<file path="src/rtl/fetch_queue_unit.sv">
// fetch_queue_unit: owns the fetch PC and issues in-order instruction-memory
// requests. Up to DEPTH requests may be in flight. Returned words are buffered
// in a DEPTH-entry FIFO that feeds decode through a valid/ready handshake.
// A jump redirects the PC, empties the FIFO and discards the responses of
// requests that were issued before the jump.
// Optional feature macro: FETCH_ADDR_TRACE_EN adds inst_addr_o, which carries
// the fetch address of the head instruction.

module fetch_queue_unit_chk #(
  parameter int unsigned CW = 3
) (
  input logic          i_clk,
  input logic          i_reset_n,
  input logic          i_rvalid,
  input logic [CW-1:0] i_outstanding
);
  // A response must never arrive when no request is outstanding.
  a_no_orphan_rsp: assert property (@(posedge i_clk) disable iff (!i_reset_n)
    i_rvalid |-> (i_outstanding != CW'(0)));
endmodule

module fetch_queue_unit #(
  parameter int unsigned     XLEN     = 32,
  parameter int unsigned     DEPTH    = 4,
  parameter logic [XLEN-1:0] RESET_PC = 32'h0000_0000,
  parameter int unsigned     PC_STEP  = 4
) (
  input  logic            clk,
  input  logic            reset_n,
  input  logic            jump_flag_i,
  input  logic [XLEN-1:0] jump_addr_i,
  output logic            mem_req_o,
  output logic [XLEN-1:0] mem_addr_o,
  input  logic            mem_gnt_i,
  input  logic            mem_rvalid_i,
  input  logic [XLEN-1:0] mem_rdata_i,
  output logic            inst_valid_o,
  input  logic            inst_ready_i,
  output logic [XLEN-1:0] inst_o
`ifdef FETCH_ADDR_TRACE_EN
  ,
  output logic [XLEN-1:0] inst_addr_o
`endif
);
  localparam int unsigned AW = $clog2(DEPTH);
  localparam int unsigned CW = AW + 1;

  logic [XLEN-1:0] r_pc;
  logic [CW-1:0]   r_outstanding;
  logic [CW-1:0]   r_discard;
  logic [CW-1:0]   r_count;
  logic [AW-1:0]   r_wr_ptr;
  logic [AW-1:0]   r_rd_ptr;
  logic [XLEN-1:0] r_mem [DEPTH];
  logic [XLEN-1:0] r_inst;

  logic [CW:0]     w_occupancy;
  logic            w_credit;
  logic            w_issue;
  logic            w_rsp;
  logic            w_push;
  logic            w_pop;
  logic [CW-1:0]   w_out_dec;
  logic [CW-1:0]   w_out_nxt;
  logic [CW-1:0]   w_disc_nxt;
  logic [CW-1:0]   w_count_nxt;
  logic [AW-1:0]   w_rd_nxt;
  logic            w_head_load;
  logic [XLEN-1:0] w_head_data;

  // Credit: in-flight requests plus buffered words may never exceed DEPTH,
  // so every response is guaranteed a FIFO slot. Requests are held off while
  // reset is asserted.
  assign w_occupancy  = {1'b0, r_outstanding} + {1'b0, r_count};
  assign w_credit     = (w_occupancy < (CW + 1)'(DEPTH));
  assign mem_req_o    = reset_n & w_credit & ~jump_flag_i;
  assign mem_addr_o   = r_pc;
  assign w_issue      = mem_req_o & mem_gnt_i;
  // Responses with nothing outstanding are ignored.
  assign w_rsp        = mem_rvalid_i & (r_outstanding != CW'(0));
  assign w_push       = w_rsp & ~jump_flag_i & (r_discard == CW'(0));
  assign inst_valid_o = (r_count != CW'(0));
  assign w_pop        = inst_valid_o & inst_ready_i;
  assign inst_o       = r_inst;

  // Next-state for counters and read pointer, plus the word that becomes the head.
  always_comb begin
    w_out_dec   = r_outstanding - CW'(w_rsp);
    w_out_nxt   = w_out_dec;
    w_disc_nxt  = r_discard;
    w_count_nxt = r_count;
    w_rd_nxt    = r_rd_ptr;
    if (jump_flag_i) begin
      // Everything still in flight after this cycle belongs to the old stream.
      w_out_nxt   = w_out_dec;
      w_disc_nxt  = w_out_dec;
      w_count_nxt = CW'(0);
      w_rd_nxt    = r_wr_ptr;
    end else begin
      w_out_nxt = w_out_dec + CW'(w_issue);
      if (w_rsp && (r_discard != CW'(0))) begin
        w_disc_nxt = r_discard - CW'(1);
      end else begin
        w_disc_nxt = r_discard;
      end
      w_count_nxt = r_count + CW'(w_push) - CW'(w_pop);
      w_rd_nxt    = r_rd_ptr + AW'(w_pop);
    end
    w_head_load = ~jump_flag_i & (w_count_nxt != CW'(0));
    // The new head is the incoming word when the FIFO was empty after the pop.
    if (w_push && (w_rd_nxt == r_wr_ptr)) begin
      w_head_data = mem_rdata_i;
    end else begin
      w_head_data = r_mem[w_rd_nxt];
    end
  end

  // FIFO data storage; contents are only meaningful below r_count.
  always_ff @(posedge clk) begin
    if (w_push) begin
      r_mem[r_wr_ptr] <= mem_rdata_i;
    end
  end

  // PC, credit counters, FIFO pointers and the registered head word.
  always_ff @(posedge clk or negedge reset_n) begin
    if (!reset_n) begin
      r_pc          <= RESET_PC;
      r_outstanding <= CW'(0);
      r_discard     <= CW'(0);
      r_count       <= CW'(0);
      r_wr_ptr      <= AW'(0);
      r_rd_ptr      <= AW'(0);
      r_inst        <= XLEN'(0);
    end else begin
      if (jump_flag_i) begin
        r_pc <= jump_addr_i;
      end else if (w_issue) begin
        r_pc <= r_pc + XLEN'(PC_STEP);
      end
      r_outstanding <= w_out_nxt;
      r_discard     <= w_disc_nxt;
      r_count       <= w_count_nxt;
      r_rd_ptr      <= w_rd_nxt;
      if (w_push) begin
        r_wr_ptr <= r_wr_ptr + AW'(1);
      end
      if (w_head_load) begin
        r_inst <= w_head_data;
      end
    end
  end

`ifdef FETCH_ADDR_TRACE_EN
  logic [XLEN-1:0] r_aq [DEPTH];
  logic [XLEN-1:0] r_amem [DEPTH];
  logic [AW-1:0]   r_aq_wr;
  logic [AW-1:0]   r_aq_rd;
  logic [XLEN-1:0] r_inst_addr;
  logic [XLEN-1:0] w_head_addr;

  // Head address follows the same selection as the head word.
  always_comb begin
    if (w_push && (w_rd_nxt == r_wr_ptr)) begin
      w_head_addr = r_aq[r_aq_rd];
    end else begin
      w_head_addr = r_amem[w_rd_nxt];
    end
  end

  // Capture the address at issue; move it beside the data when the word lands.
  always_ff @(posedge clk) begin
    if (w_issue) begin
      r_aq[r_aq_wr] <= r_pc;
    end
    if (w_push) begin
      r_amem[r_wr_ptr] <= r_aq[r_aq_rd];
    end
  end

  // In-flight address queue pointers (every response retires one entry) and head address.
  always_ff @(posedge clk or negedge reset_n) begin
    if (!reset_n) begin
      r_aq_wr     <= AW'(0);
      r_aq_rd     <= AW'(0);
      r_inst_addr <= XLEN'(0);
    end else begin
      if (w_issue) begin
        r_aq_wr <= r_aq_wr + AW'(1);
      end
      if (w_rsp) begin
        r_aq_rd <= r_aq_rd + AW'(1);
      end
      if (w_head_load) begin
        r_inst_addr <= w_head_addr;
      end
    end
  end

  assign inst_addr_o = r_inst_addr;
`endif

  fetch_queue_unit_chk #(.CW(CW)) u_chk (
    .i_clk         (clk),
    .i_reset_n     (reset_n),
    .i_rvalid      (mem_rvalid_i),
    .i_outstanding (r_outstanding)
  );
endmodule

</file>
<file path="config.mk">
export PLATFORM = sky130hd
export DESIGN_NAME = fetch_queue_unit
export DESIGN_NICKNAME = d
export VERILOG_FILES = /design/src/rtl/fetch_queue_unit.sv
export SDC_FILE = /design/constraint.sdc
export NUM_CORES = 1
export LEC_CHECK = 0
export ABC_AREA = 1
export CAP_MARGIN = 25
export CELL_PAD_IN_SITES_DETAIL_PLACEMENT = 2
export CELL_PAD_IN_SITES_GLOBAL_PLACEMENT = 2
export CORE_ASPECT_RATIO = 1.1
export CORE_MARGIN = 2
export CORE_UTILIZATION = 36
export DETAILED_ROUTE_END_ITERATION = 6
export PLACE_DENSITY_LB_ADDON = 0.1
export SETUP_SLACK_MARGIN = 0.1
export SYNTH_ARGS = -nofsm -noshare
export SYNTH_HDL_FRONTEND = slang
export SYNTH_SLANG_ARGS = --single-unit
</file>
<file path="constraint.sdc">
create_clock -name clk -period 4.8 [get_ports clk]
set_input_delay 0.96 -clock clk [delete_from_list [all_inputs] [get_ports clk]]
set_output_delay 0.96 -clock clk [all_outputs]
set_load 0.05 [all_outputs]
</file>
==> impl_metrics.toml, run 1 <==
[grt]
grt_pass1_vias = 10200
overflow = 0
grt_pass1_wl_um = 55600
grt_antenna_before_repair = 1
grt_max_degree = 66
grt_usage_pct = 23.1

[floorplan]
std_cell_rows = 65
dieArea_um2 = 30800
start_util_pct = 36.8
die_y_um = 184
ioPinCount = 136
core_um2 = 28800
die_w_um = 168

[timing]
relSlewSlack_pct = 41.1
tns_ns = 0
hold_viol_final = 0
worstMarginPinSlew_ns = 0.883
period_minus_slack_ns = 3.52
whs_ns = 0.340
setup_viol = 0
rsz0062_at_grt = "no"
fin_skew_ns = 0.0128
drv_slew = 0
fin_crit_sh_pct = 73.4
max_freq_mhz = 284

[power_and_ir_drop]
pwr-share-seq_pct = 31.8
switching_share_pct = 44.7
combPwrFrac_pct = 44.5
power_mw = 7.70
irDropWorstVdd_uv = 235
power_switching_mw = 3.45
p_leak_nw = 6.29
clockPowerShare_pct = 23.7
p_per_area_nw_per_um2 = 592
p_int_mw = 4.26

[logic_synthesis]
synth-seq-area-share_pct = 54.5
synthTopCellsByArea = "edfxtp_1, nand2_1, dfrtp_1, inv_1, nand3_1"
netlist.top_cell.by_area = "edfxtp_1"
synth.distinct_cells = 38
syn-num-nets = 1394
post_synth_inst_count = 1307
synth-seq-cells = 205
synth_area_um2 = 10600
synth_top_area_share_pct = 36.3
avgSynthCellArea_um2 = 8.11
yosys_warnings = 0

[placement]
place_congestion = 0.768
dp_cells = 1777
place_hpwl_um = 22400
port_buffers = 135

[setup_path]
crit_start = "jump_flag_i"
max_stage_delay_ns = 0.83
cpLargestDelayFamily = "buffers and inverters"
cp.required_ns = 3.84
r2r_start = "r_discard[0]$_DFFE_PN0P_"
critPathBufInv = 3
crit_type = "in -> out"
crit_fanout = 24
worstPathArrival_ns = 2.56
startpoint_type = "input port"
path_cells = "buf_2, buf_4, nor2_2, nand2_2, nor2_2, clkdlybuf4s50_1"
cpMaxStageDelayCell = "clkdlybuf4s50_1"
r2r_end = "inst_o[6]$_DFFE_PN0P_"
crit_path_end_kind = "primary output"
crit_path_frequent_cell = "nor2_2"
r2r_cells = 16
ff2ff_setup_slack_ns = 1.42

[layout]
final_common_cell = "nand2_1"
fin_nets = 1522
syn2layout_area_growth_pct = 22.7
final_util_pct = 45.2
final-instance-count-excl-fill = 1822
layout_common_cells = "nand2_1, inv_1, clkdlybuf4s50_1"
layout-drive-gt1-share_pct = 5.99

[routing]
drtIter0Drc = 424
routed-via-count = 8985
ant_nets = 0
avgViaCountPerCell = 4.93
avgRoutedWirePerCell_um = 18.9
drt_wl_total_um = 34400
firstDrtPassIters = 4
route.detailed.drc = 0

[worst_hold_path]
min_path_type = "in -> async"

[cts]
cts_resized = 0
cts_root_buf = "clkbuf_16"
clock_latency_ns = 0.52
post_cts_buffers = 0
clk_path_buf_depth = 3
htree_num_levels = 1
ctsHoldBuffers = 0
cts_tree = "yes"
clkSinkCount = 205
numCtsBuffers = 24
clkTransAtPathRegs_ns = 0.06

[run]
maxCapViolCount = 0

[outcome]
status = "finished, final reports clean"
[power by group through the flow]
stage | Combinational, mW | Clock (mW) | Sequential, mW
CTS | 3.50 | 1.87 | 2.45
global placement | 3.29 | 0 | 2.48
global route | 3.83 | 1.93 | 2.49
detailed placement | 3.44 | 0 | 2.48
floorplan | 1.72 | 0 | 3.04
finish | 3.43 | 1.82 | 2.45
[synthesized netlist by cell type, drive strengths merged]
cell	instances
clkbuf	4
ha	16
nand2	589
or2	3
xor2	5
buf	43
a21oi	3
nand3b	4
o21a	1
fa	1
o21ai	8
o221ai	1
a31oi	1
dfrtp	77
o21bai	4
a21o	2
a21boi	1
nor3	2
nor2	56
xnor2	7
nand3	126
inv	222
and2	1
nand4	2
edfxtp	128
[worst register-to-register path, cell delays in order, from the launching register on]
cell	delay, ns
dfrtp_1	0.38
inv_1	0.12
ha_1	0.16
nand2_1	0.12
nor2_4	0.14
nand3_4	0.22
ha_1	0.36
inv_1	0.06
ha_1	0.13
inv_1	0.05
fa_1	0.48
nor2_1	0.06
nor2_1	0.18
nand2_1	0.12
inv_2	0.47
nand2_1	0.16
nand2_1	0.12
[registers in the layout, indices dropped and copies added, names as in the netlist]
signal,cells
inst_o,32
r_rd_ptr,2
r_discard,3
r_wr_ptr,2
mem_addr_o,32
r_mem,128
r_count,3
r_outstanding,3
[area by class of cell]
type                    count  area [um^2]
fillers                  3254        15800
flip-flops and latches    205         5770
multi-input cells         833         3710
repair buffers            149         1450
inverters                 222          836
clock buffers              30          654
well taps                 368          460
clock inverters            14          118
diodes                      1         2.50
[metrics by stage]
step | cell area [um^2] | worst slack [ns]
after global routing | 13000 | 1.13
after global placement | 12200 | 1.00
after floorplan | 10600 | 1.67
after detailed placement | 12200 | 0.829
final | 13000 | 1.28
after CTS | 13000 | 1.25
[routing by layer]
metal | track usage [%] | routed length (um) | vias to the layer above | share of wire, %
li1 | - | - | 4247 | -
met1 | 26.5 | 14000 | 4527 | 41
met2 | 45.1 | 18500 | 167 | 54
met3 | 3.42 | 1360 | 44 | 3.9
met4 | 5.04 | 611 | 0 | 1.8
met5 | 0 | 0 | - | 0
[worst max-delay path by stage]
stage                                   to  slack (ns)  cells past startpoint
floorplan            r_mem[0][0]$_DFFE_PP_        1.67                      4
global placement    inst_o[18]$_DFFE_PN0P_        1.00                     13
detailed placement  inst_o[23]$_DFFE_PN0P_        0.83                     13
CTS                              mem_req_o        1.25                      6
global route        inst_o[19]$_DFFE_PN0P_        1.13                     13
finish                           mem_req_o        1.28                      6
[cell families after synthesis]
kind of cell	share of synthesized area [%]
xor+xnor	0.992
fa+ha+maj	2.08
simple gates	30.3
buf+inv	10.9
flops	54.5
compound gates	1.23
Power figures use the tool's default switching activity.
==> inputs of run 2 (changes only) <==
--- a/config.mk
+++ b/config.mk
@@ -11,7 +11,7 @@
 export CELL_PAD_IN_SITES_GLOBAL_PLACEMENT = 2
 export CORE_ASPECT_RATIO = 1.1
 export CORE_MARGIN = 2
-export CORE_UTILIZATION = 36
+export CORE_UTILIZATION = 33
 export DETAILED_ROUTE_END_ITERATION = 6
 export PLACE_DENSITY_LB_ADDON = 0.1
 export SETUP_SLACK_MARGIN = 0.1
==> constraint.sdc (replaced) <==
create_clock -name clk -period 3.5 [get_ports clk]
set_input_delay 0.7 -clock clk [delete_from_list [all_inputs] [get_ports clk]]
set_output_delay 0.7 -clock clk [all_outputs]
set_load 0.05 [all_outputs]
==> run 2 against run 1 <==
Total power is 40% higher. Largest power group unchanged. Register-to-register slack lost 0.86 ns. Wire length decreased by 0.66%. Non-clock buffer count grew 10. Combinational power is 41% higher. Flip-flop and latch count unchanged. Global-route usage decreased by 2.2 points. Count of clock-buffer cells in the layout increased by 8.
==> impl_metrics.toml, run 2 (synthesized netlist as in run 1, its figures left out) <==
[routing]
drtIter0Drc = 386
ant_nets = 0
route.detailed.drc = 0
routed-via-count = 8934
avgRoutedWirePerCell_um = 18.1
firstDrtPassIters = 4
avgViaCountPerCell = 4.73
drt_wl_total_um = 34200

[timing]
period_minus_slack_ns = 2.94
drv_slew = 0
relSlewSlack_pct = 38.2
fin_crit_sh_pct = 84.1
max_freq_mhz = 340
fin_ws_ns = 0.557
whs_ns = 0.0460
fin_skew_ns = 0.0148
setup_viol = 0
hold_viol_final = 0
rsz0062_at_grt = "no"
worstMarginPinSlew_ns = 0.928
tns_ns = 0

[placement]
place_hpwl_um = 23100
dp_cells = 1839
port_buffers = 135
place_congestion = 0.829
post_dp_cell_area_um2 = 12400
post-place-ws_ns = 0.194

[grt]
overflow = 0
use_met3_pct = 2.67
grt_antenna_before_repair = 3
busiest_layer = "met2"
grt_pass1_vias = 10200
grt_usage_pct = 20.9
grt_pass1_wl_um = 54800
use_met1_pct = 23.6
gr-usage-met2_pct = 41.3
grt_max_degree = 63

[layout]
final_area_um2 = 13200
final-instance-count-excl-fill = 1887
register_area_um2 = 5770
regMostFlops = "r_mem"
layout-drive-gt1-share_pct = 6.89
syn2layout_area_growth_pct = 25.0
fin_nets = 1533
layout_common_cells = "nand2_1, inv_1, clkdlybuf4s50_1"
largest_reg_flops = 128
multi_input_area_um2 = 3710
final_util_pct = 42.1
nFillCells = 3532
final_common_cell = "nand2_1"

[cts]
clock_latency_ns = 0.53
clk_path_buf_depth = 3
numCtsBuffers = 25
htree_num_levels = 1
cts_root_buf = "clkbuf_16"
clkSinkCount = 205
clkTransAtPathRegs_ns = 0.06
ctsHoldBuffers = 0
post_cts_buffers = 0
cts_tree = "yes"
cts_resized = 0

[outcome]
status = "finished, final reports clean"

[setup_path]
critPathBufInv = 5
startpoint_type = "register"
max_stage_delay_ns = 0.48
cp.depth = 17
r2r_cells = 17
cpLargestDelayFamily = "adder cells"
crit_fanout = 32
crit_path_frequent_cell = "nand2_1"
crit_path_end_kind = "register"
crit_type = "reg -> reg"
path_cells = "inv_1, ha_1, nand2_1, nor2_4, nand3_4, ha_1, inv_1, ha_1, inv_1, fa_1, nor2_1, nor2_1, nand2_1, inv_2, buf_12, nand2_1, nand2_1"
cp.required_ns = 3.96
cpMaxStageDelayCell = "fa_1"
worstPathArrival_ns = 3.40

[floorplan]
ioPinCount = 136
die_w_um = 175
start_util_pct = 33.7
core_um2 = 31500
dieArea_um2 = 33600
std_cell_rows = 68
die_y_um = 192

[run]
maxCapViolCount = 0

[worst_hold_path]
min_path_type = "in -> async"

[power_and_ir_drop]
irDropWorstVdd_uv = 424
power_mw = 10.8
p_per_area_nw_per_um2 = 816
p_leak_nw = 6.37
-- run 2: changes by cell type in the layout (fill, tap and decap cells not counted), moves of 2 or more --
cell      before  now
buf_12         0    3
buf_4         15   23
clkbuf_8       1    7
clkinv_2      10    3
nand2_2        4    7
nand2_4        3    1
-- run 2: worst paths after layout --
kind                                            from                    endpoint  slack [ns]
setup reg to reg            r_discard[0]$_DFFE_PN0P_       inst_o[7]$_DFFE_PN0P_        0.56
max in group asynchronous                    reset_n  mem_addr_o[18]$_DFFE_PN0P_        2.26
hold / removal                               reset_n    r_discard[1]$_DFFE_PN0P_        0.05
min in group clk           mem_addr_o[0]$_DFFE_PN0P_   mem_addr_o[0]$_DFFE_PN0P_        0.49
setup / recovery            r_discard[0]$_DFFE_PN0P_       inst_o[7]$_DFFE_PN0P_        0.56
hold reg to reg            mem_addr_o[0]$_DFFE_PN0P_   mem_addr_o[0]$_DFFE_PN0P_        0.49
-- run 2: layout make-up --
| class | count | share of cell area [%] |
|---|---|---|
| timing repair buffer | 159 | 11.8 |
| tap | 420 | 3.97 |
| inverter | 222 | 6.31 |
| multi-input combinational | 833 | 28.0 |
| antenna | 2 | 0.0378 |
| sequential | 205 | 43.6 |
| clock inverter | 8 | 0.557 |
| clock buffer | 38 | 5.78 |
-- run 2: per-layer routing --
layer,vias to the layer above,routed length [um]
met5,-,0
li1,4273,-
met2,152,18700
met3,34,1180
met1,4475,13700
met4,0,588
-- run 2: report_power, final --
group	total, mW	switching (mW)	internal, mW
combinational	4.82	3.31	1.52
clock	2.61	1.03	1.58
sequential	3.36	0.376	2.99
==> patch: new RTL, flow settings as in run 2 <==
Change the parameter `XLEN` from 32 to 16.
--- a/src/rtl/fetch_queue_unit.sv
+++ b/src/rtl/fetch_queue_unit.sv
@@ -22,3 +22,3 @@
 module fetch_queue_unit #(
-  parameter int unsigned     XLEN     = 32,
+  parameter int unsigned     XLEN     = 16,
   parameter int unsigned     DEPTH    = 4,
Interface: changed (resized inst_o, jump_addr_i, mem_addr_o and mem_rdata_i); port bits go from 136 to 72. No check against the original RTL was run, so the function may have changed too.
==> patch against run 2 <==
Critical path depth down 3. Critical path type is now in -> reg. Critical endpoint is now inst_o[10]$_DFFE_PN0P_. Clock power shrank 58%. Hold slack improved by 0.44 ns. Setup slack better by 0.054 ns. Global-route usage is 1.9 points lower. Clock skew decreased by 0.0058 ns. Area after synthesis down 47%. Final area fell by 48%. Wire length down 53%. Total power shrank 49%. Sequential cell count fell by 96. Combinational power is 47% lower.
==> patch: results (changes against run 2) <==
| Metric | Value |
|---|---|
| Reg2reg path depth | 16 (-1) |
| DP Cell Count | 927 (-50%) |
| Unique masters post-synth | 35 (-7.9%) |
| Nets | 785 (-49%) |
| Hold EP | inst_o[3]$_DFFE_PN0P_ |
| Worst hold slack | 0.484 ns (+0.438 ns) |
| Worst reg2reg setup slack | 0.72 ns (+0.16 ns) |
| Initial antenna violation count | 0 (-3) |
| Vias per Instance | 4.74 (about the same) |
| Final wirelength | 16,000 um (-53%) |
| Delay-heaviest family, CP | adder cells |
| 1st-iter DRT viols | 107 (-72%) |
| Top cells by area, synth | edfxtp_1, dfrtp_1, nand2_1, inv_1, nand3_1 |
| VDD IR-drop max | 0.336 mV (-21%) |
| H-tree lvl count | 3 (+2) |
| Total Routing Usage GR | 0.189 (-0.0194) |
| Syn Nets | 711 (-49%) |
| Filler Cells Inserted | 1,907 (-46%) |
| Leakage power | 0.00331 uW (-48%) |
| Worst-path maximum fanout | 17 (-47%) |
| Asr flop ratio synth | 0.413 (+0.0372) |
| Largest net degree at the start of global routing | 46 (-27%) |
| CTS Buffer Depth | 2 (-1) |
| CTS buffer count | 9 (-64%) |
| Status | complete, no violations |
| First-pass GRT wire length | 26,600 um (-51%) |
| CP Launch Point | jump_flag_i |
| Worst-skew pair later-pin latency | 0.35 ns (-0.18 ns) |
| Layout Cells excl Fill | 943 (-50%) |
| Mean Syn Cell Area | 8.57 um^2 (+5.7%) |
| Layout cells sized above 1 | 0.0653 (-0.00364) |
| Post-Route Utilization | 0.407 (-0.0135) |
| Worst setup endpoint | inst_o[10]$_DFFE_PN0P_ |
| Ant. Diodes | 0 (-2) |
| Port-buffer cells | 71 (-47%) |
| Slew headroom | 0.578 (+0.196) |
| Max Clock Skew | 0.00902 ns (-0.00582 ns) |
| Number of synthesized flops with an enable pin | 64 (-50%) |
| Detailed placer's ending HPWL | 11,100 um (-52%) |
| DR pass1 iterations | 5 (+1) |
| Top post-synthesis cells by count | nand2_1, inv_1, edfxtp_1, nand3_1, dfrtp_1 |
| Vias in the first global route | 5,191 (-49%) |
| GPL Wtd Cong | 0.743 (-10%) |
| Min-Delay Path Class | reg -> reg |
| Worst Hold Launch | inst_o[3]$_DFFE_PN0P_ |
| Largest register FFs | 64 (-50%) |
| Cell Area, Placed | 6540 um^2 (-47%) |
| Sequential fraction of the synthesis area | 0.542 (-0.00228) |
[patch: worst min-delay path: cells and delay by family (launching register included)]
kind / cells / cell delay (ns)
DFF: 1 / 0.35
and+or+nand+nor: 2 / 0.10
[patch: final cells by class]
class,count,share of cell area
Clock buffer,10,0.0334
Clock inverter,6,0.0126
Inverter,119,0.0657
Multi-Input combinational cell,410,0.290
Sequential cell,109,0.445
Tap cell,208,0.0380
Timing Repair Buffer,81,0.115
[patch: per-stage QoR]
stage               worst slack (ns)  power, uW
global route                   0.417       5920
CTS                            0.563       5590
floorplan                      0.816       3600
finish                         0.611       5470
global placement               0.318       4310
detailed placement             0.198       4450
[patch: cells by family (layout without fill, tap and decap cells)]
logic type | count (synthesis) | after routing | share of synthesized area
AOI/OAI and AO/OA | 22 | 22 | 0.0258
adders and majority gates | 17 | 17 | 0.0392
and+or+nand+nor | 359 | 359 | 0.270
DFF | 109 | 109 | 0.542
buffers and inverters | 137 | 216 | 0.104
xor gates and xnor gates | 12 | 12 | 0.0187
[patch: routing by layer]
| layer | wire length (um) | vias up | part of all wire | GRT usage |
|---|---|---|---|---|
| met4 | 187 | 0 | 0.012 | 0.0521 |
| met2 | 8770 | 57 | 0.55 | 0.366 |
| met5 | 0 | - | 0 | 0 |
| li1 | - | 2163 | - | - |
| met1 | 6590 | 2235 | 0.41 | 0.212 |
| met3 | 446 | 11 | 0.028 | 0.0300 |
[patch: power by group]
| group | internal, uW | switching [uW] | total, uW |
|---|---|---|---|
| Combinational | 798 | 1780 | 2570 |
| Clock | 629 | 474 | 1100 |
| Sequential | 1610 | 188 | 1790 |
